[src/rtl/order_book_engine.sv]
// order_book_engine
//   Limit-order matcher with a sorted resting book of up to DEPTH bids and
//   DEPTH asks. Each accepted order either trades against the best opposite
//   entry or is inserted into its own side. The engine counts trades and
//   halts once MAX_TRADES trades have occurred.
//
//   Optional feature macro: OBOOK_VALUE_SUM_EN. When defined, value_sum
//   accumulates trade prices and saturates at all-ones. When undefined,
//   value_sum is tied to 0.
//
//   Handshake: an order is taken at a rising clk edge when in_valid &
//   in_ready. in_ready is (state==ACTIVE) & !clear and has no dependence on
//   in_valid. Results appear on the cycle after acceptance.
//
// Ports
//   clk, reset        clock, synchronous active-high reset
//   enable            level, run the engine (IDLE <-> ACTIVE)
//   clear             pulse, empty the book, zero count/sum, go IDLE
//   in_valid/in_ready order handshake; in_side 0=buy 1=sell; in_price limit
//   trade_valid       one-cycle pulse per trade
//   trade_price/side  last trade (held)
//   drop_pulse        one-cycle pulse, order discarded (full, not better)
//   best_bid/best_ask top of book (0 / all-ones when empty)
//   bid_cnt/ask_cnt   resting entries per side
//   spread            best_ask-best_bid when both sides non-empty, else 0
//   trade_count       trades since reset/clear
//   state, halted     FSM state (0 IDLE, 1 ACTIVE, 2 HALTED), state==HALTED
//   value_sum         accumulated trade prices (feature-dependent)
module order_book_engine #(
  parameter int PW         = 8,
  parameter int DEPTH      = 4,
  parameter int MAX_TRADES = 99,
  parameter int CW         = 8,
  localparam int NW        = $clog2(DEPTH + 1)
) (
  input  logic             clk,
  input  logic             reset,
  input  logic             enable,
  input  logic             clear,
  input  logic             in_valid,
  output logic             in_ready,
  input  logic             in_side,
  input  logic [PW-1:0]    in_price,
  output logic             trade_valid,
  output logic [PW-1:0]    trade_price,
  output logic             trade_side,
  output logic             drop_pulse,
  output logic [PW-1:0]    best_bid,
  output logic [PW-1:0]    best_ask,
  output logic [NW-1:0]    bid_cnt,
  output logic [NW-1:0]    ask_cnt,
  output logic [PW-1:0]    spread,
  output logic [CW-1:0]    trade_count,
  output logic [1:0]       state,
  output logic             halted,
  output logic [PW+CW-1:0] value_sum
);

  typedef enum logic [1:0] {
    ST_IDLE   = 2'd0,
    ST_ACTIVE = 2'd1,
    ST_HALTED = 2'd2
  } state_t;

  state_t state_q, state_n;

  // Unused slots hold the empty-side value (0 for bids, all-ones for asks)
  // so that slot 0 is directly the best price.
  logic [PW-1:0] bid_q [DEPTH];
  logic [PW-1:0] ask_q [DEPTH];
  logic [PW-1:0] bid_n [DEPTH];
  logic [PW-1:0] ask_n [DEPTH];
  logic [NW-1:0] bid_cnt_q, ask_cnt_q, bid_cnt_n, ask_cnt_n;
  logic [NW-1:0] pos;
  logic          accept, do_trade, do_drop;
  logic [PW-1:0] t_price;
  logic [CW-1:0] count_q;
  logic          trade_valid_q, drop_q, trade_side_q;
  logic [PW-1:0] trade_price_q;

  assign accept = in_valid & in_ready;

  // Book update. pos is the insertion slot: the number of resting entries
  // that are at least as good as the new order, so ties queue behind.
  always_comb begin
    bid_n     = bid_q;
    ask_n     = ask_q;
    bid_cnt_n = bid_cnt_q;
    ask_cnt_n = ask_cnt_q;
    do_trade  = 1'b0;
    do_drop   = 1'b0;
    t_price   = '0;
    pos       = '0;
    if (accept) begin
      if (!in_side) begin
        if (ask_cnt_q != '0 && in_price >= ask_q[0]) begin
          do_trade = 1'b1;
          t_price  = ask_q[0];
          for (int i = 0; i < DEPTH - 1; i++) ask_n[i] = ask_q[i+1];
          ask_n[DEPTH-1] = '1;
          ask_cnt_n = ask_cnt_q - NW'(1);
        end else begin
          for (int i = 0; i < DEPTH; i++)
            if (NW'(i) < bid_cnt_q && bid_q[i] >= in_price) pos = pos + NW'(1);
          if (pos == NW'(DEPTH)) begin
            do_drop = 1'b1;
          end else begin
            for (int i = 1; i < DEPTH; i++)
              if (NW'(i) > pos) bid_n[i] = bid_q[i-1];
            for (int i = 0; i < DEPTH; i++)
              if (NW'(i) == pos) bid_n[i] = in_price;
            if (bid_cnt_q != NW'(DEPTH)) bid_cnt_n = bid_cnt_q + NW'(1);
          end
        end
      end else begin
        if (bid_cnt_q != '0 && in_price <= bid_q[0]) begin
          do_trade = 1'b1;
          t_price  = bid_q[0];
          for (int i = 0; i < DEPTH - 1; i++) bid_n[i] = bid_q[i+1];
          bid_n[DEPTH-1] = '0;
          bid_cnt_n = bid_cnt_q - NW'(1);
        end else begin
          for (int i = 0; i < DEPTH; i++)
            if (NW'(i) < ask_cnt_q && ask_q[i] <= in_price) pos = pos + NW'(1);
          if (pos == NW'(DEPTH)) begin
            do_drop = 1'b1;
          end else begin
            for (int i = 1; i < DEPTH; i++)
              if (NW'(i) > pos) ask_n[i] = ask_q[i-1];
            for (int i = 0; i < DEPTH; i++)
              if (NW'(i) == pos) ask_n[i] = in_price;
            if (ask_cnt_q != NW'(DEPTH)) ask_cnt_n = ask_cnt_q + NW'(1);
          end
        end
      end
    end
  end

  // Halting is decided on the trade that brings the count to MAX_TRADES,
  // so no further order can be accepted once the limit is reached.
  always_comb begin
    state_n = state_q;
    case (state_q)
      ST_IDLE:   if (enable) state_n = ST_ACTIVE;
      ST_ACTIVE: begin
        if (do_trade && (count_q + CW'(1)) == CW'(MAX_TRADES)) state_n = ST_HALTED;
        else if (!enable) state_n = ST_IDLE;
      end
      ST_HALTED: state_n = ST_HALTED;
      default:   state_n = ST_IDLE;
    endcase
    if (clear) state_n = ST_IDLE;
  end

  always_ff @(posedge clk) begin
    if (reset) state_q <= ST_IDLE;
    else       state_q <= state_n;
  end

  always_ff @(posedge clk) begin
    if (reset || clear) begin
      for (int i = 0; i < DEPTH; i++) begin
        bid_q[i] <= '0;
        ask_q[i] <= '1;
      end
      bid_cnt_q     <= '0;
      ask_cnt_q     <= '0;
      count_q       <= '0;
      trade_valid_q <= 1'b0;
      drop_q        <= 1'b0;
      if (reset) begin
        trade_price_q <= '0;
        trade_side_q  <= 1'b0;
      end
    end else begin
      bid_q         <= bid_n;
      ask_q         <= ask_n;
      bid_cnt_q     <= bid_cnt_n;
      ask_cnt_q     <= ask_cnt_n;
      trade_valid_q <= do_trade;
      drop_q        <= do_drop;
      if (do_trade) begin
        trade_price_q <= t_price;
        trade_side_q  <= in_side;
        count_q       <= count_q + CW'(1);
      end
    end
  end

`ifdef OBOOK_VALUE_SUM_EN
  logic [PW+CW-1:0] sum_q;
  logic [PW+CW:0]   sum_ext;
  assign sum_ext = {1'b0, sum_q} + {{(CW+1){1'b0}}, t_price};
  always_ff @(posedge clk) begin
    if (reset || clear)  sum_q <= '0;
    else if (do_trade)   sum_q <= sum_ext[PW+CW] ? '1 : sum_ext[PW+CW-1:0];
  end
  assign value_sum = sum_q;
`else
  assign value_sum = '0;
`endif

  assign in_ready    = (state_q == ST_ACTIVE) & !clear;
  assign trade_valid = trade_valid_q;
  assign trade_price = trade_price_q;
  assign trade_side  = trade_side_q;
  assign drop_pulse  = drop_q;
  assign best_bid    = bid_q[0];
  assign best_ask    = ask_q[0];
  assign bid_cnt     = bid_cnt_q;
  assign ask_cnt     = ask_cnt_q;
  assign spread      = (bid_cnt_q != '0 && ask_cnt_q != '0) ? (ask_q[0] - bid_q[0]) : '0;
  assign trade_count = count_q;
  assign state       = state_q;
  assign halted      = (state_q == ST_HALTED);

endmodule
[config.mk]
export PLATFORM = sky130hd
export DESIGN_NAME = order_book_engine
export DESIGN_NICKNAME = d
export VERILOG_FILES = /design/src/rtl/order_book_engine.sv
export SDC_FILE = /design/constraint.sdc
export NUM_CORES = 1
export LEC_CHECK = 0
export CAP_MARGIN = 20
export CORE_ASPECT_RATIO = 1.4
export CORE_MARGIN = 10
export CORE_UTILIZATION = 57
export CTS_CLUSTER_SIZE = 24
export DETAILED_ROUTE_END_ITERATION = 8
export GPL_TIMING_DRIVEN = 0
export PLACE_DENSITY = 0.81
export SKIP_LAST_GASP = 1
export SYNTH_ARGS = -nofsm -noshare
export SYNTH_HDL_FRONTEND = slang
export SYNTH_SLANG_ARGS = --single-unit
[constraint.sdc]
create_clock -name clk -period 14.05 [get_ports clk]
set_clock_uncertainty 0.05 [all_clocks]
set_input_delay 2.81 -clock clk [delete_from_list [all_inputs] [get_ports clk]]
set_output_delay 2.81 -clock clk [all_outputs]
set_load 0.005 [all_outputs]
==> qor.csv, run 1 <==
metric,value,unit
status,completed,
drtPass1Iterations,5,
async_flop_share,0,%
ant_nets,0,
p_clk_share,44.7,%
cts_tree,done,
grt.total_usage,23.78,%
antenna_cells,0,
place.gp.congestion,0.9323,
cts_repair_resize_count,0,
antenna_found_initial,0,
grt_pass1_vias,6498,
dieHeight,152.9,um
sw_frac_of_total,26.72,%
hold_violations,0,
place_ws,5359,ps
fin_nets,1021,
totalWireLength,21490,um
critPathKind,primary input to flop,
drive_gt1_share,9.405,%
areaGrowthSynthToFinish,16.97,%
r2r_cells,20,
pwr-share-comb,11.2,%
synth-main-ff-cell,dfxtp_1,
mostFrequentLayoutCells,"ha_1, dfxtp_1, clkdlybuf4s50_1, nor2_1, a21oi_1",
synth_seq_area_share,26.57,%
die_area,17580,sq um
h-tree-depth,3,
fin_crit_sh,59.75,%
rsz0062_at_grt,false,
worstSetupEndpointType,flop,
rows,48,
core-area,12370,sq um
post-cts-setup-buffer-count,0,
p_leak,3.439,nW
maxSlewViolCount,0,
cts_buffer_depth,2,
max_freq,0.1191,GHz
drt_iter0_markers,640,
clockRootBuffer,clkbuf_16,
fin_crit,8394,ps
max_slew_margin,29.21,%
wl_per_cell,19.99,um
numCtsBuffers,9,
synth.distinct_cells,74,
cap_violations,0,
layout_setup_ws,5656,ps
start_util,58.15,%
viasPerCell,6.357,
synth.avg_cell_area,8.689,sq um
critPathArrivalTime,8590,ps
grt.overflow.total,0,
grt_max_degree,17,
worst_pin_slew,1053,ps
yosys_warnings,0,
fin_setup_tns,0,ps
post-dp-hpwl,16830,um
hold_buffers,0,
min_path_cells,2,
io_pins,83,
syn_inst,828,
syn_area,7194,sq um
setup_viol,0,
drc,0,
synth_seq_cells,91,
start_kind,primary input,
die_w,115.0,um
internal_power,0.4393,mW
synth_edf_count,9,
hold_class,flop to flop,
p_sw,0.1602,mW
io_buffers,65,
whs,426.3,ps
ir_drop,54.43,uV
cp_max_fo,8,
num_vias,6834,
worst_ep_required_time,14240,ps
grt_pass1_wl,34230,um
power_frac_seq,44.1,%
clock_latency,360,ps
powerDensity,71.23,nW/um^2
clock-sinks,91,
mostFrequentLayoutCell,ha_1,
clk_pin_slew,70,ps
==> worst paths after layout <==
| check | startpoint | to | slack [ps] |
|---|---|---|---|
| setup / recovery | in_price[1] | ask_q[16]$_SDFFE_PP1P_ | 5660 |
| hold / removal | bid_q[0]$_SDFFE_PP0P_ | bid_q[0]$_SDFFE_PP0P_ | 430 |
| setup reg to reg | bid_q[16]$_SDFFE_PP0P_ | bid_cnt[2]$_SDFFE_PP0P_ | 9000 |
| hold reg to reg | bid_q[0]$_SDFFE_PP0P_ | bid_q[0]$_SDFFE_PP0P_ | 430 |
==> power by group through the flow <==
stage	Sequential, mW	Combinational (mW)	Clock, mW
final	0.264	0.0671	0.268
after floorplan	0.270	0.0418	0
after global routing	0.264	0.0733	0.277
after global placement	0.270	0.0633	0
after CTS	0.264	0.0656	0.265
after detailed placement	0.270	0.0648	0
==> worst max-delay path: stages <==
cell,delay [ps]
clkdlybuf4s50_1,490
clkbuf_1,470
inv_1,380
ha_1,400
nor2b_1,130
o211ai_1,170
a21oi_1,160
o22ai_1,470
o31a_1,250
ha_1,270
inv_1,110
nand3_1,140
and2_1,220
inv_1,140
ha_1,290
nor3_1,110
a2111oi_2,540
o31ai_1,340
a221o_1,430
a221o_1,260
==> area by class of cell <==
type                            instances  area [sq um]
Clock inverter                          6         71.32
Buffer                                 69         396.6
Inverter                               49         183.9
Fill cell                            1034          3956
Clock buffer                           10         250.2
Timing Repair Buffer                   66         655.6
Multi-Input combinational cell        634          4758
Tap cell                              150         187.7
Sequential cell                        91          1912
==> metrics by stage <==
step,util [%],cells,instance area [sq um],power [mW]
2_1_floorplan,-,843,7251,0.3119
3_3_place_gp,65.38,1058,8089,0.3335
3_5_place_dp,65.42,1059,8094,0.3351
4_1_cts,68.02,1075,8416,0.5946
5_1_grt,68.02,1075,8416,0.6149
6_report,68.02,1075,8416,0.5995
==> Yosys cell counts, types with 7 or more instances <==
cell type,count,area [sq um]
ha_1,86,1076
dfxtp_1,82,1642
nor2_1,59,221.5
a21oi_1,55,275.3
inv_1,49,183.9
mux2i_1,34,340.3
buf_4,32,240.2
o21ai_0,32,160.2
nand2_1,31,116.4
clkbuf_1,28,105.1
nand3_1,25,125.1
a221o_1,22,220.2
nor2b_1,17,106.4
a2bb2oi_1,15,131.4
nand2b_1,15,93.84
nor3_1,15,75.07
xnor2_1,15,131.4
a32o_1,13,130.1
a21o_1,12,90.09
nand4_1,12,75.07
o211ai_1,10,75.07
o221a_2,10,112.6
o221ai_1,10,87.58
a22oi_1,9,67.56
edfxtp_1,9,270.3
a2111oi_0,7,61.31
and2_1,7,43.79
and3_1,7,43.79
or2_2,7,43.79
xor2_1,7,61.31
==> cell families after synthesis <==
family | Yosys count | share of synthesized area (%)
AO/OA/AOI/OAI | 253 | 26.56
XOR/XNOR | 22 | 2.678
adder cells (fa/ha/maj) | 87 | 15.23
buffers and inverters | 118 | 8.070
flip-flops | 91 | 26.57
multiplexers | 36 | 5.044
other | 1 | 0.05212
AND/OR/NAND/NOR | 220 | 15.79
==> state kept, by name, summed over array words and instances, names as in the netlist, 3 cells and up <==
signal	cells
trade_price	8
best_bid	8
ask_q	24
trade_count	8
ask_cnt	3
bid_cnt	3
bid_q	24
best_ask	8
==> layer usage <==
metal | GRT usage (%) | share of wire [%] | vias to the layer above
li1 | - | - | 3270
met1 | 28.63 | 40 | 3146
met2 | 38.55 | 47 | 353
met3 | 5.131 | 8.8 | 65
met4 | 11.94 | 4.5 | 0
met5 | 0 | 0 | -
No activity file was read; power rests on OpenSTA's default activity.
==> run 2: changes to the inputs <==
Settings changed: CORE_UTILIZATION 57 to 52, PLACE_DENSITY 0.81 to 0.78.
Clock period 14.05 ns to 6.85 ns, I/O delays scaled along.
==> qor.csv, run 2 (synthesis results as in run 1) <==
metric,value,unit,change
status,completed,,
design_area,8468,sq um,+0.62%
num_vias,6885,,+0.75%
reg_top3,"ask_q x24, bid_q x24",,
place.gp.congestion,0.9326,,about the same
die_w,119.4,um,+3.9%
powerDensity,140.1,nW/um^2,+97%
clk_pin_slew,80,ps,about the same
antenna_cells,0,,unchanged
min_from,bid_q[0]$_SDFFE_PP0P_,,
rsz0062_at_grt,true,,
grt_pass1_wl,35070,um,+2.5%
critPathKind,primary input to flop,,
setup_viol,0,,unchanged
hold_class,flop to flop,,
place_ws,-379.6,ps,-5739 ps
maxSlewViolCount,0,,unchanged
mostFrequentLayoutCell,ha_1,,
clockRootBuffer,clkbuf_16,,
fin_util,62.96,%,-5.1 points
drc,0,,unchanged
mostFrequentLayoutCells,"ha_1, dfxtp_1, clkdlybuf4s50_1, nor2_1, a21oi_1",,
cts_buffer_depth,2,,unchanged
areaGrowthSynthToFinish,17.70,%,
post-dp-hpwl,17150,um,+1.9%
grt_pass1_vias,6628,,+2.0%
stdcell_count,1109,,+3.2%
path_common_cell,a21o_1,,
grt.total_usage,22.41,%,-1.4 points
start_util,53.49,%,-4.7 points
clock-sinks,91,,unchanged
hold_buffers,0,,unchanged
wl_per_cell,19.94,um,-0.27%
grt_max_degree,19,,+2
ant_nets,0,,unchanged
crit_start,in_price[1],,
worst_ep_required_time,7110,ps,-7130 ps
worst_pin_slew,928.3,ps,-124.5 ps
drtPass1Iterations,5,,unchanged
start_kind,primary input,,
io_pins,83,,unchanged
fin_crit_sh,96.55,%,
critPathArrivalTime,6870,ps,-1720 ps
clock_latency,360,ps,about the same
h-tree-depth,3,,unchanged
max_slew_margin,38.11,%,+8.9 points
drive_gt1_share,10.79,%,+1.4 points
rows,50,,+4.2%
whs,418.0,ps,-8.280 ps
r2r-start,bid_q[16]$_SDFFE_PP0P_,,
dieHeight,159.2,um,+4.1%
drt_iter0_markers,552,,-14%
dpl_cell_area,8134,sq um,+0.49%
layout_setup_ws,236.3,ps,-5419 ps
cts_tree,done,,
cp_slowest_cell,clkdlybuf4s50_1,,
crit_chain,clkdlybuf4s50_1 > clkbuf_2 > inv_1 > ha_1 > a21o_1 > a21o_1 > a21o_1 > a21o_1 > a21o_1 > a211o_1 > o221a_2 > ha_1 > or2_2 > a221o_1 > a21oi_1 > a211oi_2 > ha_1 > inv_1 > o211ai_1 > and4bb_2 > a21oi_1 > clkbuf_1 > o221a_2,,
antenna_found_initial,0,,unchanged
dp_cells,1091,,+3.0%
cap_violations,0,,unchanged
numCtsBuffers,9,,unchanged
cp_max_fo,10,,+2
fin_nets,1023,,+0.20%
die_area,19010,sq um,+8.1%
worstSetupEndpointType,flop,,
fin_setup_tns,0,ps,unchanged
io_buffers,65,,unchanged
ir_drop,113.0,uV,+110%
hold_violations,0,,unchanged
grt.overflow.total,0,,unchanged
finalPower,1.186,mW,+98%
fin_crit,6614,ps,
core-area,13450,sq um,+8.7%
p_leak,3.459,nW,+0.58%
cp_slowest_stage_delay,510,ps,-30 ps
viasPerCell,6.208,,-2.3%
max_freq,0.1512,GHz,
totalWireLength,22110,um,+2.9%
==> run 2: changes by cell type in the layout (fill, tap and decap cells not counted), sizes merged <==
cell / delta
inv: +4
buf: +2
bufinv: -1
clkbuf: -1
clkinv: -1
clkinvlp: -1
==> run 2: final cells by class <==
cell class | count | area [sq um]
fill | 1177 | 4982
multi-input combinational | 634 | 4781
sequential | 91 | 1912
timing repair buffer | 68 | 668.1
buffer | 69 | 405.4
tap | 182 | 227.7
clock buffer | 9 | 225.2
inverter | 49 | 183.9
clock inverter | 7 | 65.06
==> run 2: power breakdown <==
group	switching [mW]	internal [mW]	total (mW)
sequential	0.00225	0.540	0.542
combinational	0.0864	0.0536	0.140
clock	0.248	0.257	0.504
total	0.336	0.850	1.19
==> run 2: path summary, 6_finish.rpt <==
kind                                   end  slack, ps  cells past startpoint
hold reg to reg      bid_q[0]$_SDFFE_PP0P_        420                      2
setup / recovery  best_bid[7]$_SDFFE_PP0P_        240                     23
hold / removal       bid_q[0]$_SDFFE_PP0P_        420                      2
setup reg to reg  best_bid[7]$_SDFFE_PP0P_       1780                     22
==> run 2: routing by layer <==
| layer | track usage, % | up-vias | part of all wire (%) |
|---|---|---|---|
| li1 | - | 3274 | - |
| met1 | 25.58 | 3204 | 40 |
| met2 | 38.26 | 328 | 47 |
| met3 | 5.175 | 79 | 8.2 |
| met4 | 10.84 | 0 | 4.8 |
| met5 | 0 | - | 0 |
==> run 2: repair_timing <==
item                                   in CTS  in global routing
gates resized for setup                     2                 15
setup endpoints to repair                   4                 55
endpoints found under the hold margin       0                  0
setup buffers                               0                  1
pin swaps                                   0                  0
==> run 2: worst max-delay path: cells and delay by family <==
family,cells,cell delay (ps)
buf+inv,5,1550
fa+ha+maj,3,790
simple gates,2,560
compound gates,13,2590
